--- src/rtl/ibex_alu_pext_simd_adder_if.sv ---
// Request/response bundle between the Zpn decoder, the SIMD adder and its consumer.
interface ibex_alu_pext_simd_adder_if;
  logic        valid_i;
  logic        ready_o;
  logic [31:0] operand_a_i;
  logic [31:0] operand_b_i;
  logic        width32_i;
  logic        width8_i;
  logic        signed_ops_i;
  logic [1:0]  alu_sub_i;
  logic        crossed_i;
  logic        saturate_i;
  logic        halving_i;
  logic        rounding_i;
  logic        kill_i;
  logic        valid_o;
  logic        ready_i;
  logic [31:0] result_o;
  logic        ov_o;
  logic        vxsat_we_i;
  logic        vxsat_wdata_i;
  logic        vxsat_o;

  modport master (
    output valid_i, operand_a_i, operand_b_i, width32_i, width8_i, signed_ops_i,
           alu_sub_i, crossed_i, saturate_i, halving_i, rounding_i, kill_i,
           ready_i, vxsat_we_i, vxsat_wdata_i,
    input  ready_o, valid_o, result_o, ov_o, vxsat_o
  );

  modport slave (
    input  valid_i, operand_a_i, operand_b_i, width32_i, width8_i, signed_ops_i,
           alu_sub_i, crossed_i, saturate_i, halving_i, rounding_i, kill_i,
           ready_i, vxsat_we_i, vxsat_wdata_i,
    output ready_o, valid_o, result_o, ov_o, vxsat_o
  );
endinterface

--- src/rtl/ibex_alu_pext_simd_adder.sv ---
// Two-stage P-extension SIMD add/sub: stage 1 forms exact W+1-bit lane sums,
// stage 2 applies wrap / saturate / halving and feeds the sticky vxsat flag.
module ibex_alu_pext_simd_add_lane #(
  parameter int W = 8
) (
  input  logic [W-1:0] a,
  input  logic [W-1:0] b,
  input  logic         sgn,
  input  logic         sub,
  output logic [W:0]   r
);
  logic [W:0] ea, eb;
  assign ea = {sgn & a[W-1], a};
  assign eb = {sgn & b[W-1], b};
  assign r  = sub ? ea - eb : ea + eb;
endmodule

module ibex_alu_pext_simd_fin_lane #(
  parameter int W = 8
) (
  input  logic [W:0]   r,
  input  logic         sgn,
  input  logic         sub,
  input  logic         sat,
  input  logic         halv,
  input  logic         rnd,
  output logic [W-1:0] res,
  output logic         ov
);
  logic [W-1:0] half;
  logic         oflow;

  // (r + rnd) >> 1: the rounding bit only carries out of bit 0 when r[0] is set
  assign half = r[W:1] + {{(W-1){1'b0}}, r[0] & rnd};
  // unsigned: r[W] is carry-out for add, borrow (negative) for sub
  assign oflow = sgn ? (r[W] != r[W-1]) : r[W];

  always_comb begin
    res = r[W-1:0];
    ov  = 1'b0;
    if (halv) begin
      res = half;
    end else if (sat && oflow) begin
      ov = 1'b1;
      if (sgn) res = r[W] ? {1'b1, {(W-1){1'b0}}} : {1'b0, {(W-1){1'b1}}};
      else     res = sub ? '0 : '1;
    end
  end
endmodule

module ibex_alu_pext_simd_adder #(
  parameter logic VXSAT_RESET = 1'b0
) (
  input logic                       clk_i,
  input logic                       rst_i,
  ibex_alu_pext_simd_adder_if.slave bus
);
  localparam int NUM_LANES = 4;

  typedef struct packed {
    logic       w32;
    logic       w8;
    logic       sgn;
    logic       sat;
    logic       halv;
    logic       rnd;
    logic [1:0] sub;
  } ctrl_t;

  logic s1_valid, s2_valid, s1_adv, s2_adv, accept;
  ctrl_t ctrl_d, s1_ctrl;
  logic [31:0] b_cross;
  logic [NUM_LANES-1:0][8:0]    r8_d, s1_r8;
  logic [NUM_LANES/2-1:0][16:0] r16_d, s1_r16;
  logic [32:0]                  r32_d, s1_r32;
  logic [NUM_LANES-1:0][7:0]    res8;
  logic [NUM_LANES-1:0]         ov8;
  logic [NUM_LANES/2-1:0][15:0] res16;
  logic [NUM_LANES/2-1:0]       ov16;
  logic [31:0] res32, res_d, s2_res;
  logic ov32, ov_d, s2_ov, vxsat;

  assign s2_adv = !s2_valid || bus.ready_i;
  assign s1_adv = !s1_valid || s2_adv;
  assign accept = bus.valid_i && s1_adv;

  assign ctrl_d = '{w32: bus.width32_i, w8: bus.width8_i, sgn: bus.signed_ops_i,
                    sat: bus.saturate_i, halv: bus.halving_i, rnd: bus.rounding_i,
                    sub: bus.alu_sub_i};
  // crossing only reaches the 16-bit lanes; 8/32-bit lanes use operand_b directly
  assign b_cross = bus.crossed_i ? {bus.operand_b_i[15:0], bus.operand_b_i[31:16]}
                                 : bus.operand_b_i;

  for (genvar i = 0; i < NUM_LANES; i++) begin : g_l8
    ibex_alu_pext_simd_add_lane #(.W(8)) u_add (
      .a(bus.operand_a_i[8*i+:8]), .b(bus.operand_b_i[8*i+:8]),
      .sgn(bus.signed_ops_i), .sub(bus.alu_sub_i[i/2]), .r(r8_d[i]));
    ibex_alu_pext_simd_fin_lane #(.W(8)) u_fin (
      .r(s1_r8[i]), .sgn(s1_ctrl.sgn), .sub(s1_ctrl.sub[i/2]), .sat(s1_ctrl.sat),
      .halv(s1_ctrl.halv), .rnd(s1_ctrl.rnd), .res(res8[i]), .ov(ov8[i]));
  end

  for (genvar i = 0; i < NUM_LANES/2; i++) begin : g_l16
    ibex_alu_pext_simd_add_lane #(.W(16)) u_add (
      .a(bus.operand_a_i[16*i+:16]), .b(b_cross[16*i+:16]),
      .sgn(bus.signed_ops_i), .sub(bus.alu_sub_i[i]), .r(r16_d[i]));
    ibex_alu_pext_simd_fin_lane #(.W(16)) u_fin (
      .r(s1_r16[i]), .sgn(s1_ctrl.sgn), .sub(s1_ctrl.sub[i]), .sat(s1_ctrl.sat),
      .halv(s1_ctrl.halv), .rnd(s1_ctrl.rnd), .res(res16[i]), .ov(ov16[i]));
  end

  ibex_alu_pext_simd_add_lane #(.W(32)) u_add32 (
    .a(bus.operand_a_i), .b(bus.operand_b_i), .sgn(bus.signed_ops_i),
    .sub(bus.alu_sub_i[0]), .r(r32_d));
  ibex_alu_pext_simd_fin_lane #(.W(32)) u_fin32 (
    .r(s1_r32), .sgn(s1_ctrl.sgn), .sub(s1_ctrl.sub[0]), .sat(s1_ctrl.sat),
    .halv(s1_ctrl.halv), .rnd(s1_ctrl.rnd), .res(res32), .ov(ov32));

  always_comb begin
    res_d = res16;
    ov_d  = |ov16;
    if (s1_ctrl.w32) begin
      res_d = res32;
      ov_d  = ov32;
    end else if (s1_ctrl.w8) begin
      res_d = res8;
      ov_d  = |ov8;
    end
  end

  always_ff @(posedge clk_i) begin
    if (rst_i || bus.kill_i) s1_valid <= 1'b0;
    else if (s1_adv)         s1_valid <= bus.valid_i;
    if (accept) begin
      s1_ctrl <= ctrl_d;
      s1_r8   <= r8_d;
      s1_r16  <= r16_d;
      s1_r32  <= r32_d;
    end
  end

  always_ff @(posedge clk_i) begin
    if (rst_i) begin
      s2_valid <= 1'b0;
      s2_res   <= '0;
      s2_ov    <= 1'b0;
    end else begin
      if (bus.kill_i)  s2_valid <= 1'b0;
      else if (s2_adv) s2_valid <= s1_valid;
      if (s2_adv && s1_valid) begin
        s2_res <= res_d;
        s2_ov  <= ov_d;
      end
    end
  end

  // CSR write beats a same-cycle overflow; overflow counts only on output handshake
  always_ff @(posedge clk_i) begin
    if (rst_i)                              vxsat <= VXSAT_RESET;
    else if (bus.vxsat_we_i)                vxsat <= bus.vxsat_wdata_i;
    else if (s2_valid && bus.ready_i && s2_ov) vxsat <= 1'b1;
  end

  assign bus.ready_o  = s1_adv;
  assign bus.valid_o  = s2_valid;
  assign bus.result_o = s2_res;
  assign bus.ov_o     = s2_ov;
  assign bus.vxsat_o  = vxsat;
endmodule

--- src/flat_wrapper.sv ---
// flat-port wrapper written by rule: the top's interface ports become plain ports
module ibex_alu_pext_simd_adder_flat 
#(
  parameter logic VXSAT_RESET = 1'b0
)
  (clk_i, rst_i, bus_valid_i, bus_operand_a_i, bus_operand_b_i, bus_width32_i, bus_width8_i, bus_signed_ops_i, bus_alu_sub_i, bus_crossed_i, bus_saturate_i, bus_halving_i, bus_rounding_i, bus_kill_i, bus_ready_i, bus_vxsat_we_i, bus_vxsat_wdata_i, bus_ready_o, bus_valid_o, bus_result_o, bus_ov_o, bus_vxsat_o);
  ibex_alu_pext_simd_adder_if bus_i ();
  input logic clk_i;
  input logic rst_i;
  input wire logic [$bits(bus_i.valid_i)-1:0] bus_valid_i;
  input wire logic [$bits(bus_i.operand_a_i)-1:0] bus_operand_a_i;
  input wire logic [$bits(bus_i.operand_b_i)-1:0] bus_operand_b_i;
  input wire logic [$bits(bus_i.width32_i)-1:0] bus_width32_i;
  input wire logic [$bits(bus_i.width8_i)-1:0] bus_width8_i;
  input wire logic [$bits(bus_i.signed_ops_i)-1:0] bus_signed_ops_i;
  input wire logic [$bits(bus_i.alu_sub_i)-1:0] bus_alu_sub_i;
  input wire logic [$bits(bus_i.crossed_i)-1:0] bus_crossed_i;
  input wire logic [$bits(bus_i.saturate_i)-1:0] bus_saturate_i;
  input wire logic [$bits(bus_i.halving_i)-1:0] bus_halving_i;
  input wire logic [$bits(bus_i.rounding_i)-1:0] bus_rounding_i;
  input wire logic [$bits(bus_i.kill_i)-1:0] bus_kill_i;
  input wire logic [$bits(bus_i.ready_i)-1:0] bus_ready_i;
  input wire logic [$bits(bus_i.vxsat_we_i)-1:0] bus_vxsat_we_i;
  input wire logic [$bits(bus_i.vxsat_wdata_i)-1:0] bus_vxsat_wdata_i;
  output wire logic [$bits(bus_i.ready_o)-1:0] bus_ready_o;
  output wire logic [$bits(bus_i.valid_o)-1:0] bus_valid_o;
  output wire logic [$bits(bus_i.result_o)-1:0] bus_result_o;
  output wire logic [$bits(bus_i.ov_o)-1:0] bus_ov_o;
  output wire logic [$bits(bus_i.vxsat_o)-1:0] bus_vxsat_o;
  assign bus_i.valid_i = bus_valid_i;
  assign bus_i.operand_a_i = bus_operand_a_i;
  assign bus_i.operand_b_i = bus_operand_b_i;
  assign bus_i.width32_i = bus_width32_i;
  assign bus_i.width8_i = bus_width8_i;
  assign bus_i.signed_ops_i = bus_signed_ops_i;
  assign bus_i.alu_sub_i = bus_alu_sub_i;
  assign bus_i.crossed_i = bus_crossed_i;
  assign bus_i.saturate_i = bus_saturate_i;
  assign bus_i.halving_i = bus_halving_i;
  assign bus_i.rounding_i = bus_rounding_i;
  assign bus_i.kill_i = bus_kill_i;
  assign bus_i.ready_i = bus_ready_i;
  assign bus_i.vxsat_we_i = bus_vxsat_we_i;
  assign bus_i.vxsat_wdata_i = bus_vxsat_wdata_i;
  assign bus_ready_o = bus_i.ready_o;
  assign bus_valid_o = bus_i.valid_o;
  assign bus_result_o = bus_i.result_o;
  assign bus_ov_o = bus_i.ov_o;
  assign bus_vxsat_o = bus_i.vxsat_o;
  ibex_alu_pext_simd_adder #(.VXSAT_RESET(VXSAT_RESET)) u_core (.clk_i(clk_i), .rst_i(rst_i), .bus(bus_i));
endmodule
--- config.mk ---
export PLATFORM = sky130hd
export DESIGN_NAME = ibex_alu_pext_simd_adder_flat
export DESIGN_NICKNAME = d
export VERILOG_FILES = /design/src/rtl/ibex_alu_pext_simd_adder_if.sv /design/src/rtl/ibex_alu_pext_simd_adder.sv /design/src/flat_wrapper.sv
export SDC_FILE = /design/constraint.sdc
export NUM_CORES = 1
export LEC_CHECK = 0
export BUFFER_PORTS_ARGS = -buffer_cell sky130_fd_sc_hd__buf_2
export CAP_MARGIN = 20
export CORE_MARGIN = 2
export CORE_UTILIZATION = 53
export CTS_BUF_LIST = sky130_fd_sc_hd__clkbuf_2
export CTS_CLUSTER_SIZE = 25
export DETAILED_ROUTE_END_ITERATION = 10
export PLACE_DENSITY_LB_ADDON = 0.2
export SYNTH_ARGS = -nofsm -noshare
export SYNTH_HDL_FRONTEND = slang
export SYNTH_HIERARCHICAL = 1
export SYNTH_SLANG_ARGS = --single-unit
export TNS_END_PERCENT = 100
--- constraint.sdc ---
create_clock -name clk_i -period 10.93 [get_ports clk_i]
set_input_delay 0.5465 -clock clk_i [delete_from_list [all_inputs] [get_ports clk_i]]
set_output_delay 0.5465 -clock clk_i [all_outputs]
set_load 0.01 [all_outputs]
-- Yosys cells after proc, flatten, opt, wreduce, memory -nomap -nowiden
Cells that the tools add are included.
W data, S select, Z words.
- register bits: 147
- bits of input ports: 80
- $add $sub $neg: 21
- eq/ne operators: 7
- multiplexer cells: 68
- bitwise gates (word level): 17
- reduce and logical (&&, ||, !) cells: 20
- operator list (operator ; count):
    $mux W32 ; 8
    $mux W16 ; 10
    $mux W8 ; 18
    $add A9 B9 Y9 ; 4
    $mux W9 ; 4
    $sub A9 B9 Y9 ; 4
    $add A17 B17 Y17 ; 2
    $mux W17 ; 2
    $sub A17 B17 Y17 ; 2
    $add A33 B33 Y33 ; 1
    $mux W33 ; 1
    $sub A33 B33 Y33 ; 1
    $add A16 B1 Y16 ; 2
    $add A32 B1 Y32 ; 1
    $add A8 B1 Y8 ; 4
    $mux W1 ; 25
    $and A1 B1 Y1 ; 17
    $logic_and A1 B1 Y1 ; 11
    $ne A1 B1 Y1 ; 7
    $reduce_or A2 Y1 ; 2
    $reduce_or A4 Y1 ; 1
    $logic_or A1 B1 Y1 ; 3
    $logic_not A1 Y1 ; 2
    $reduce_bool A2 Y1 ; 1

-- Longest topological paths before layout
Gate-level depths: netlist (run 1).
- word-level depth: 8
- depth in mapped cells: 17
- gate-level depth less buffers: 15

-- Hierarchy
Netlist (run 1), hierarchy kept.
- modules (own cells, without submodules) (module ; times used ; cells each ; area an instance (µm²) ; sequential area each (µm²)):
    ibex_alu_pext_simd_adder ; 1 ; 348 ; 5617.9 ; 4053.9
    ibex_alu_pext_simd_add_lane at u_core.u_add32 ; 1 ; 356 ; 2503.7 ; 0.0
    ibex_alu_pext_simd_add_lane at u_core.g_l16[0].u_add ... ; 2 ; 176 ; 1204.9 ; 0.0
    ibex_alu_pext_simd_fin_lane at u_core.g_l8[0].u_fin ... ; 4 ; 50 ; 369.1 ; 0.0
    ibex_alu_pext_simd_fin_lane at u_core.g_l16[0].u_fin ... ; 2 ; 95 ; 664.4 ; 0.0
    ibex_alu_pext_simd_fin_lane at u_core.u_fin32 ; 1 ; 174 ; 1293.7 ; 0.0
    ibex_alu_pext_simd_add_lane at u_core.g_l8[0].u_add ... ; 2 ; 73 ; 555.5 ; 0.0
    ibex_alu_pext_simd_add_lane at u_core.g_l8[1].u_add ... ; 2 ; 73 ; 554.3 ; 0.0

-- Least setup slack after synthesis (run 1)
OpenSTA, ideal clock, no wires.
- path kind: input to register
- from: input port bus_crossed_i
- to: register u_core/s1_r16[31] in the netlist's numbering, data pin
- setup time: 0.260 ns
- data arrival time: 3.860 ns
- setup slack: 6.810 ns
- stages: 17
- buffers on the path: 3
- cells stage by stage: clkbuf_1 > buf_2 > mux2_1 > inv_1 > ha_1 > or4b_4 > nor4_4 > nor2_1 > xnor2_1 > ha_1 > clkbuf_1 > nand3_1 > a2bb2oi_1 > a21oi_1 > or3_1 > a21oi_1 > xnor2_1
- RTL lines (element ; RTL line ; text):
    from (decl) ; flat_wrapper.sv:17 ; input wire logic [$bits(bus_i.crossed_i)-1:0] bus_crossed_i;
    to (signal assigned) ; ibex_alu_pext_simd_adder.sv:137 ; s1_r16 <= r16_d;
    to (decl) ; ibex_alu_pext_simd_adder.sv:74 ; logic [NUM_LANES/2-1:0][16:0] r16_d, s1_r16;

==> impl_metrics.py, run 1 <==
metrics = {
    "setup_path": {
        "cp_common_cell": "a21oi_1",
        "path_cells": "buf_2 -> mux2_2 -> nor2_1 -> nand3_1 -> nor4b_1 -> a21oi_1 -> xnor2_1 -> ha_1 -> a21o_1 -> a21oi_1 -> o21ai_0 -> or3_1 -> a21oi_1 -> xnor2_1",
        "path_class": "primary input to register",
        "arrival_ns": 4.36,
        "path_max_fanout": 32,
        "cp.required_ns": 11.48,
        "cp-start-kind": "primary input",
        "critPathMaxStageDelay_ns": 0.67,
        "cp-end-kind": "register",
        "crit_slowest_cell": "nor4b_1",
    },
    "detailed_routing": {
        "drt_iter0_markers": 1466,
        "drtAntennaViolNets": 0,
        "vias": 15270,
        "drc": 0,
        "drt_pass1_iterations": 7,
        "drt-total-wl_um": 49100,
        "routedWlPerCell_um": 20.41,
        "via_per_inst": 6.350,
    },
    "grt": {
        "grt_pass1_vias": 13550,
        "grt.overflow.total": 0,
        "track_usage": 0.2910,
        "antenna_found_initial": 2,
        "grt_max_degree": 89,
        "grt_pass1_wl_um": 75870,
    },
    "place": {
        "hpwl_um": 37930,
        "port_buffers": 115,
        "gp_congestion": 1.003,
    },
    "synthesis": {
        "ys_seq_area_frac": 0.2406,
        "synth_top_area_frac": 0.1978,
        "synth_flop_cell": "edfxtp_1",
        "synth_cells": 1912,
        "synth.avg_cell_area_um2": 8.813,
        "synthArstFlopShare": 0,
        "yosysTopAreaCell": "edfxtp_1",
        "yosysUniqueCellTypes": 104,
        "synth-edff-count": 111,
        "ys_ff_latch": 147,
        "synthesis.nets": 2116,
        "syn_area_mm2": 0.01685,
        "ys_top_cells_by_area": "edfxtp_1, ha_1, xnor2_1",
        "synth_warnings": 6,
    },
    "floorplan": {
        "die_x_um": 182.3,
        "core.rowCount": 65,
        "ios": 116,
        "dieHeight_um": 182.3,
        "start_util": 0.5367,
        "coreArea_mm2": 0.03139,
        "die_area_mm2": 0.03324,
    },
    "power_and_ir_drop": {
        "powerDensity_mw_per_mm2": 126.8,
        "p_total_w": 0.002270,
        "irDropWorstVdd_uv": 101.8,
        "p_leak_nw": 6.843,
    },
    "timing": {
        "tightest_slew_ns": 0.8272,
        "fmax_mhz": 262.5,
        "finalCritPeriodShare": 0.3486,
        "final.setup_skew_ns": 0.05504,
        "rsz0062_at_grt": "no",
        "period_minus_slack_ns": 3.810,
        "max-slew-margin-rel": 0.4485,
        "setup-tns-final_ns": 0,
        "drv_slew": 0,
        "hold_viol": 0,
        "setup_violations": 0,
    },
    "final_layout": {
        "layout_commonest_cell": "a21oi_1",
        "fill_cells": 2862,
        "area_delta_synth_final_pct": 6.260,
        "layout-drive-gt1-share": 0.1664,
        "finalNetCount": 2192,
        "final_cell_mix": "a21oi_1, xnor2_1, nor2_1, nand2_1, ha_1",
    },
    "clocking": {
        "cts_resized": 0,
        "clkTransAtPathRegs_ns": 0.23,
        "htreeDepth": 4,
        "cts_sinks": 147,
        "cts_tree": "built",
        "root_buffer": "clkbuf_2",
        "clock_latency_ns": 0.80,
        "cts.path.max_buffers": 2,
        "numCtsBuffers": 17,
    },
    "job": {
        "max_cap_violations": 0,
    },
    "min_path": {
        "hold_path.class": "primary input to register",
    },
    "status": {
        "status": "complete, no violations",
    },
}
-- state kept, by name, summed over array words and instances, names as in the netlist --
name,cells
u_core/s1_r8,36
u_core/s1_r16,34
u_core/s1_r32,33
u_core/bus.result_o,32
u_core/s1_ctrl,8
u_core/bus.ov_o,1
u_core/bus.valid_o,1
u_core/bus.vxsat_o,1
u_core/s1_valid,1
-- through the flow --
stage          utilization  worst slack (ns)  instances  hold slack (ns)  area, um2
2_1_floorplan            -             6.810       1912           0.5180      16850
3_3_place_gp        0.5569             6.408       2359           0.4556      17480
3_5_place_dp        0.5569             6.378       2359           0.4609      17480
4_1_cts             0.5688             7.290       2401          0.01452      17860
5_1_grt             0.5703             7.032       2405          0.03073      17900
6_report            0.5703             7.120       2405           0.1008      17900
-- critical path, delay by kind of cell --
kind / cells / cell delay (ns)
XOR/XNOR: 2 / 0.24
multiplexers: 1 / 0.46
AO/OA/AOI/OAI: 5 / 0.95
adder cells (fa/ha/maj): 1 / 0.34
buffers and inverters: 1 / 0.53
AND/OR/NAND/NOR: 4 / 1.28
-- final timing paths --
| check | from | to | slack [ns] | cells after the start |
|---|---|---|---|---|
| worst max-delay path | bus_crossed_i | u_core/s1_r16[31]$_DFFE_PP_ | 7.12 | 14 |
| worst min-delay path | bus_ready_i | u_core/bus.valid_o$_SDFFE_PP0P_ | 0.10 | 4 |
| worst max register to register | u_core/s1_ctrl[2]$_DFFE_PP_ | u_core/bus.result_o[30]$_SDFFE_PP0P_ | 7.87 | 11 |
| worst min register to register | u_core/bus.result_o[12]$_SDFFE_PP0P_ | u_core/bus.result_o[12]$_SDFFE_PP0P_ | 0.50 | 1 |
-- metal layers --
layer / track usage / wire length, um
met1: 0.4357 / 23350
met4: 0.07194 / 974
met5: 0 / 0
met2: 0.4348 / 20780
met3: 0.04809 / 3993
-- cells by family after synthesis --
kind of cell               count (synthesis)  synth area share
AOI/OAI and AO/OA                        615            0.2487
adders and majority gates                124           0.09520
xor gates and xnor gates                 220            0.1144
and+or+nand+nor                          568            0.2020
muxes                                     81           0.05094
buffers and inverters                    157           0.04819
DFF                                      147            0.2406
-- power by group --
group / switching [W] / total [W] / internal (W)
clock network: 0.000242 / 0.000360 / 0.000118
registers: 0.000142 / 0.000867 / 0.000725
logic: 0.000607 / 0.00104 / 0.000436
total: 0.000991 / 0.00227 / 0.00128
-- area by class of cell --
cell class	count	area (um2)	share of cell area
clock inverter	15	188.9	0.01055
sequential	147	4054	0.2264
timing repair buffer	137	793.3	0.04430
clock buffer	17	85.08	0.004752
antenna	2	5.005	0.0002795
multi-input combinational	1608	11990	0.6695
inverter	77	289.0	0.01614
tap	402	503.0	0.02809
-- timing repair --
action                    CTS  global route
hold buffers               10             0
setup buffers               0             0
hold endpoints to repair    9             0
-- synth_stat cells, drive strengths merged (28+ instances only) --
library cell / number
xnor2: 165
a211oi: 43
o21ai: 114
clkbuf: 34
nand4: 29
o211ai: 39
buf: 46
ha: 117
xor2: 55
a31oi: 28
a22o: 32
inv: 77
nor3: 45
nand2: 119
nor2: 131
mux2: 38
nand3: 52
a21oi: 213
mux2i: 43
o21a: 29
edfxtp: 111
dfxtp: 36
Power figures use the tool's default switching activity.
==> inputs of run 2 (changes only) <==
ABC_AREA = 1   (was not set)
clock period = 4 ns   (was 10.93 ns; I/O delays follow)
==> run 2 against run 1 <==
  * Clock power rose to 2.6 times the previous value
  * Non-clock buffer count up 49
  * Sequential power rose to 2.6 times the previous value
  * Critical path type unchanged
  * Clock skew down 0.00073 ns
  * Largest power group unchanged
  * Hold slack better by 0.023 ns
==> impl_metrics.py, run 2 <==
metrics = {
    "final_layout": {
        "fill_cells": 3687,
        "finalNetCount": 3727,
        "top_register": "u_core/s1_r8",
        "stdcell_area_mm2": 0.02147,
        "layout_commonest_cell": "nand2_1",
        "layout-drive-gt1-share": 0.1077,
        "fin_util": 0.5851,
        "reg_top3": "u_core/s1_r8: 36 flops, u_core/s1_r16: 34 flops, u_core/s1_r32: 33 flops",
        "final_cell_mix": "nand2_1, inv_1, nor2_1, nand3_1, a21oi_1",
        "largest_reg_flops": 36,
        "area_delta_synth_final_pct": 8.284,
    },
    "setup_path": {
        "reg2reg_to": "u_core/bus.result_o[30]$_SDFFE_PP0P_",
        "cp.required_ns": 4.61,
        "r2r_cells": 17,
        "critPathBufInv": 5,
        "path_cells": "dlygate4sd3_1 -> buf_2 -> inv_1 -> a21oi_1 -> inv_1 -> ha_1 -> o21ai_0 -> ha_1 -> nand3_1 -> nand2_1 -> nand2_1 -> nand3_1 -> xor2_1 -> dlygate4sd3_1",
        "critPathTopFamily": "buffers and inverters",
        "crit_slowest_cell": "dlygate4sd3_1",
        "reg2reg_slack_ns": 1.23,
        "cp-start-kind": "primary input",
        "critPathMaxStageDelay_ns": 0.55,
        "cp-end-kind": "register",
        "arrival_ns": 3.64,
        "path_max_fanout": 6,
        "path_class": "primary input to register",
        "rr_startpoint": "u_core/s1_ctrl[2]$_DFFE_PP_",
    },
    "detailed_routing": {
        "drt_iter0_markers": 1810,
        "via_per_inst": 5.283,
        "drtAntennaViolNets": 0,
        "drc": 0,
        "drt_pass1_iterations": 6,
        "drt-total-wl_um": 62270,
        "routedWlPerCell_um": 15.55,
        "vias": 21160,
    },
    "power_and_ir_drop": {
        "powerDensity_mw_per_mm2": 294.8,
        "irDropWorstVdd_uv": 163.3,
        "p_leak_nw": 11.96,
    },
    "timing": {
        "setup-tns-final_ns": 0,
        "tightest_slew_ns": 1.020,
        "finalCritPeriodShare": 0.7576,
        "fmax_mhz": 330.0,
        "drv_slew": 0,
        "hold_viol": 0,
        "final.setup_skew_ns": 0.05431,
        "hold_slack_ns": 0.1240,
        "period_minus_slack_ns": 3.030,
        "rsz0062_at_grt": "no",
        "max-slew-margin-rel": 0.3203,
        "setup_violations": 0,
    },
    "place": {
        "port_buffers": 115,
        "hpwl_um": 50170,
        "postPlaceCellArea_mm2": 0.02067,
        "gp_congestion": 1.006,
    },
    "clocking": {
        "root_buffer": "clkbuf_2",
        "cts.path.max_buffers": 2,
        "cts_sinks": 147,
        "clkTransAtPathRegs_ns": 0.27,
        "clock_latency_ns": 0.81,
        "cts_tree": "built",
        "numCtsBuffers": 17,
        "post_cts_buffers": 0,
        "cts_resized": 0,
        "htreeDepth": 4,
        "hold_buffers": 54,
    },
    "synthesis": {
        "synthAdderAreaFrac": 0.08089,
        "synth_simple_gate_area_frac": 0.4572,
        "yosysTopAreaCell": "nand2_1",
        "ys_seq_area_frac": 0.2044,
        "synth_top_area_frac": 0.2641,
        "synth.avg_cell_area_um2": 5.862,
        "synth_top_family_by_area": "simple AND/OR/NAND/NOR gates",
        "ys_top_cells_by_area": "nand2_1, edfxtp_1, inv_1",
        "synth_compound_area_frac": 0.08575,
        "synth_cells": 3383,
        "ys_top_cells_by_count": "nand2_1, inv_1, nor2_1",
        "synth-edff-count": 111,
        "synth.most_common_cell": "nand2_1",
        "synthMuxAreaShare": 0,
        "syn_area_mm2": 0.01983,
        "synth_warnings": 6,
        "ys_ff_latch": 147,
        "synthesis.nets": 3587,
        "yosysUniqueCellTypes": 49,
        "synth_flop_cell": "edfxtp_1",
        "synthArstFlopShare": 0,
        "synth-xor-area-share": 0.05231,
    },
    "status": {
        "status": "complete, no violations",
    },
    "job": {
        "max_cap_violations": 0,
    },
    "min_path": {
        "holdPathStages": 2,
        "min_from": "bus_halving_i",
        "hold_end": "u_core/s1_ctrl[3]$_DFFE_PP_",
        "hold_path.class": "primary input to register",
    },
    "floorplan": {
        "core.rowCount": 70,
        "dieHeight_um": 197.4,
        "coreArea_mm2": 0.03670,
        "die_area_mm2": 0.03898,
        "die_x_um": 197.4,
        "start_util": 0.5404,
        "ios": 116,
    },
    "grt": {
        "track_usage": 0.3200,
        "grt.overflow.total": 0,
        "grt_pass1_vias": 18740,
        "grt_max_degree": 68,
        "grt_pass1_wl_um": 97880,
        "antenna_found_initial": 1,
    },
}
run 2: cell types whose count changed in the layout (fill, tap and decap cells not counted), moves of 51 or more:
cell	delta
inv_1	+374
nand2_1	+1278
nand2_2	+51
nand3_1	+132
nor2_1	+224
xnor2_1	-153
run 2: power by group:
group	internal [W]	leakage, nW	switching [W]
logic	0.00108	10.4	0.00205
clock network	0.000307	0.149	0.000626
registers	0.00195	1.39	0.000310
run 2: worst reg2reg max path, delay by kind of cell (launching register included):
family,cells,cell delay [ns]
adder cells (fa/ha/maj),2,0.37
buffers and inverters,1,0.08
flip-flops,1,0.73
AND/OR/NAND/NOR,14,1.51
run 2: metrics by stage:
stage / setup WS [ns] / std cells / total power, W
floorplan: 0.7529 / 3383 / 0.004431
global placement: 0.7157 / 3918 / 0.005248
detailed placement: 0.6048 / 3918 / 0.005303
CTS: 1.104 / 4004 / 0.006300
global route: 0.8758 / 4005 / 0.006851
finish: 0.9695 / 4005 / 0.006330
run 2: worst max-delay path by stage:
| stage | startpoint | to | cells past startpoint |
|---|---|---|---|
| 2_1_floorplan | u_core/bus.valid_o$_SDFFE_PP0P_ | u_core/s1_ctrl[0]$_DFFE_PP_ | 3 |
| 3_3_place_gp | bus_crossed_i | u_core/s1_r16[16]$_DFFE_PP_ | 18 |
| 3_5_place_dp | bus_crossed_i | u_core/s1_r16[12]$_DFFE_PP_ | 17 |
| 4_1_cts | bus_operand_b_i[0] | u_core/s1_r16[22]$_DFFE_PP_ | 14 |
| 5_1_grt | bus_operand_b_i[0] | u_core/s1_r16[22]$_DFFE_PP_ | 16 |
| 6_report | bus_operand_b_i[0] | u_core/s1_r16[22]$_DFFE_PP_ | 14 |
run 2: logic make-up after synthesis:
kind of cell	count (synthesis)
AND/OR/NAND/NOR	2130
buffers and inverters	565
AO/OA/AOI/OAI	302
flip-flops	147
XOR/XNOR	115
adder cells (fa/ha/maj)	124
run 2: cell type report:
type	count	area (um2)	share of cell area
clock inverters	15	170.2	0.007924
flip-flops and latches	147	4054	0.1888
well taps	468	585.6	0.02727
diodes	1	2.502	0.0001165
clock buffers	17	85.08	0.003962
repair buffers	186	1256	0.05850
inverters	500	1912	0.08903
multi-input cells	2671	13410	0.6244
run 2: layer usage:
metal | vias up | track usage | routed length [um]
met5 | - | 0 | 0
met4 | 0 | 0.1200 | 1913
met3 | 98 | 0.03056 | 4748
met2 | 801 | 0.4950 | 26410
met1 | 9427 | 0.4611 | 29200
li1 | 10830 | - | -
==> inputs of run 3 (changes only) <==
clock period = 2.7 ns   (was 4 ns; I/O delays follow)
==> run 3 against run 2 <==
  * Setup slack worse by 0.86 ns
  * Combinational power rose by 66%
  * Sequential share of layout area shrank 1.7 points
==> impl_metrics.py, run 3 (synthesized netlist as in run 2, its figures left out) <==
metrics = {
    "floorplan": {
        "ios": 116,
        "dieHeight_um": 197.4,
        "core.rowCount": 70,
        "start_util": 0.5404,
        "coreArea_mm2": 0.03670,
        "die_area_mm2": 0.03898,
        "die_x_um": 197.4,
    },
    "final_layout": {
        "fill_cells": 3581,
        "largest_reg_flops": 36,
        "final_cell_mix": "nand2_1, inv_1, nor2_1, buf_4, nand3_1",
        "fin_util": 0.6416,
        "area_delta_synth_final_pct": 18.74,
        "top_register": "u_core/s1_r8",
        "finalNetCount": 3983,
        "layout_commonest_cell": "nand2_1",
        "reg_top3": "u_core/s1_r8: 36 flops, u_core/s1_r16: 34 flops, u_core/s1_r32: 33 flops",
        "stdcell_area_mm2": 0.02355,
        "layout-drive-gt1-share": 0.1675,
    },
    "setup_path": {
        "arrival_ns": 3.18,
        "cp-end-kind": "register",
        "cp-start-kind": "primary input",
        "reg2reg_slack_ns": 0.24,
        "path_cells": "dlygate4sd3_1 -> buf_2 -> inv_1 -> a21oi_1 -> inv_1 -> ha_1 -> nand2_2 -> nand2_2 -> nand2_4 -> nor2_2 -> or2_1 -> nand2_1 -> inv_1 -> ha_1 -> a21oi_1 -> o21ai_0 -> a21oi_1 -> nand2_1 -> nand2_1 -> nand2_1",
        "cp.required_ns": 3.29,
        "cp_common_cell": "nand2_1",
        "critPathTopFamily": "buffers and inverters",
        "crit_slowest_cell": "dlygate4sd3_1",
        "path_max_fanout": 4,
        "path_class": "primary input to register",
        "critPathMaxStageDelay_ns": 0.52,
        "critPathBufInv": 5,
    },
    "timing": {
        "max-slew-margin-rel": 0.2565,
        "setup_violations": 0,
        "hold_viol": 0,
        "drv_slew": 0,
        "period_minus_slack_ns": 2.590,
        "finalCritPeriodShare": 0.9592,
        "fmax_mhz": 386.1,
        "final.setup_skew_ns": 0.05291,
        "tightest_slew_ns": 1.115,
        "hold_slack_ns": 0.1057,
    },
    "job": {
        "max_cap_violations": 0,
    },
    "detailed_routing": {
        "dr_wl_met3_um": 4533,
        "drt-met1-wl_um": 30040,
        "drtAntennaViolNets": 0,
        "vias": 22250,
        "highest_layer": "met4",
        "drc": 0,
        "drt_iter0_markers": 1824,
        "via_per_inst": 5.223,
        "drt-total-wl_um": 65010,
        "wl_met2_um": 28740,
        "drt_pass1_iterations": 5,
        "routedWlPerCell_um": 15.26,
    },
    "status": {
        "status": "complete, no violations",
    },
    "power_and_ir_drop": {
        "powerDensity_mw_per_mm2": 430.9,
        "irDropWorstVdd_uv": 252.1,
        "p_leak_nw": 13.22,
        "p_total_w": 0.01015,
    },
    "place": {
        "gp_congestion": 0.9854,
        "postPlaceCellArea_mm2": 0.02260,
        "hpwl_um": 53740,
        "port_buffers": 115,
    },
    "clocking": {
        "htreeDepth": 4,
        "clkTransAtPathRegs_ns": 0.22,
        "numCtsBuffers": 17,
        "root_buffer": "clkbuf_2",
        "clock_latency_ns": 0.85,
        "cts.path.max_buffers": 2,
        "cts_tree": "built",
        "cts_sinks": 147,
    },
    "grt": {
        "antenna_found_initial": 1,
        "grt.overflow.total": 0,
        "track_usage": 0.3353,
        "grt_pass1_wl_um": 104000,
        "grt_max_degree": 65,
        "grt_pass1_vias": 20560,
    },
    "min_path": {
        "hold_path.class": "primary input to register",
    },
}
run 3: cell count changes in the layout (fill, tap and decap cells not counted), moves of 2 or more:
cell           change
clkinv_4           +2
a21oi_1            -3
buf_12             +5
nand2_2            +2
dlygate4sd3_1      +8
inv_6              -7
buf_4            +243
a21oi_2            +3
bufinv_16          +3
nand2_1            -2
run 3: tightest hold or removal path: cells and delay by family:
family | cells | cell delay [ns]
AND/OR/NAND/NOR | 6 | 0.46
buffers and inverters | 1 | 0.18
run 3: timing repair:
item	4_1_cts	5_1_grt
setup buffers	0	1
endpoints found under the hold margin	118	0
setup endpoints to repair	0	6
hold buffers	62	0
gates resized for setup	0	6
run 3: layout make-up:
class | count | area (um2) | area share
clock inverter | 13 | 210.2 | 0.008927
sequential | 147 | 4055 | 0.1722
antenna | 1 | 2.502 | 0.0001063
tap | 468 | 585.6 | 0.02487
multi-input combinational | 2671 | 13430 | 0.5703
timing repair buffer | 442 | 3261 | 0.1385
clock buffer | 18 | 90.09 | 0.003826
inverter | 500 | 1913 | 0.08125
run 3: final timing paths:
check	start	endpoint	cells past startpoint
min	bus_operand_b_i[31]	u_core/s1_r32[32]$_DFFE_PP_	7
max reg2reg	u_core/s1_ctrl[2]$_DFFE_PP_	u_core/bus.result_o[22]$_SDFFE_PP0P_	18
max	bus_operand_b_i[0]	u_core/s1_r16[30]$_DFFE_PP_	20
min reg2reg	u_core/bus.result_o[2]$_SDFFE_PP0P_	u_core/bus.result_o[2]$_SDFFE_PP0P_	2
run 3: power breakdown:
part	total (W)	internal (W)	leakage [nW]	switching (W)
clock	0.00158	0.000702	0.170	0.000875
combinational	0.00521	0.00202	11.7	0.00319
sequential	0.00336	0.00289	1.39	0.000469
run 3: per-layer routing:
layer	GRT usage	up-vias
li1	-	11330
met1	0.4697	10020
met2	0.5386	802
met3	0.03859	98
met4	0.1075	0
met5	0	-
run 3: through the flow:
step	cells	setup TNS, ns	setup slack (ns)
2_1_floorplan	3383	0	0.02690
3_3_place_gp	4165	-2.749	-0.2362
3_5_place_dp	4165	-4.268	-0.2904
4_1_cts	4258	0	0.2082
5_1_grt	4260	-0.01594	-0.01594
6_report	4260	0	0.1102
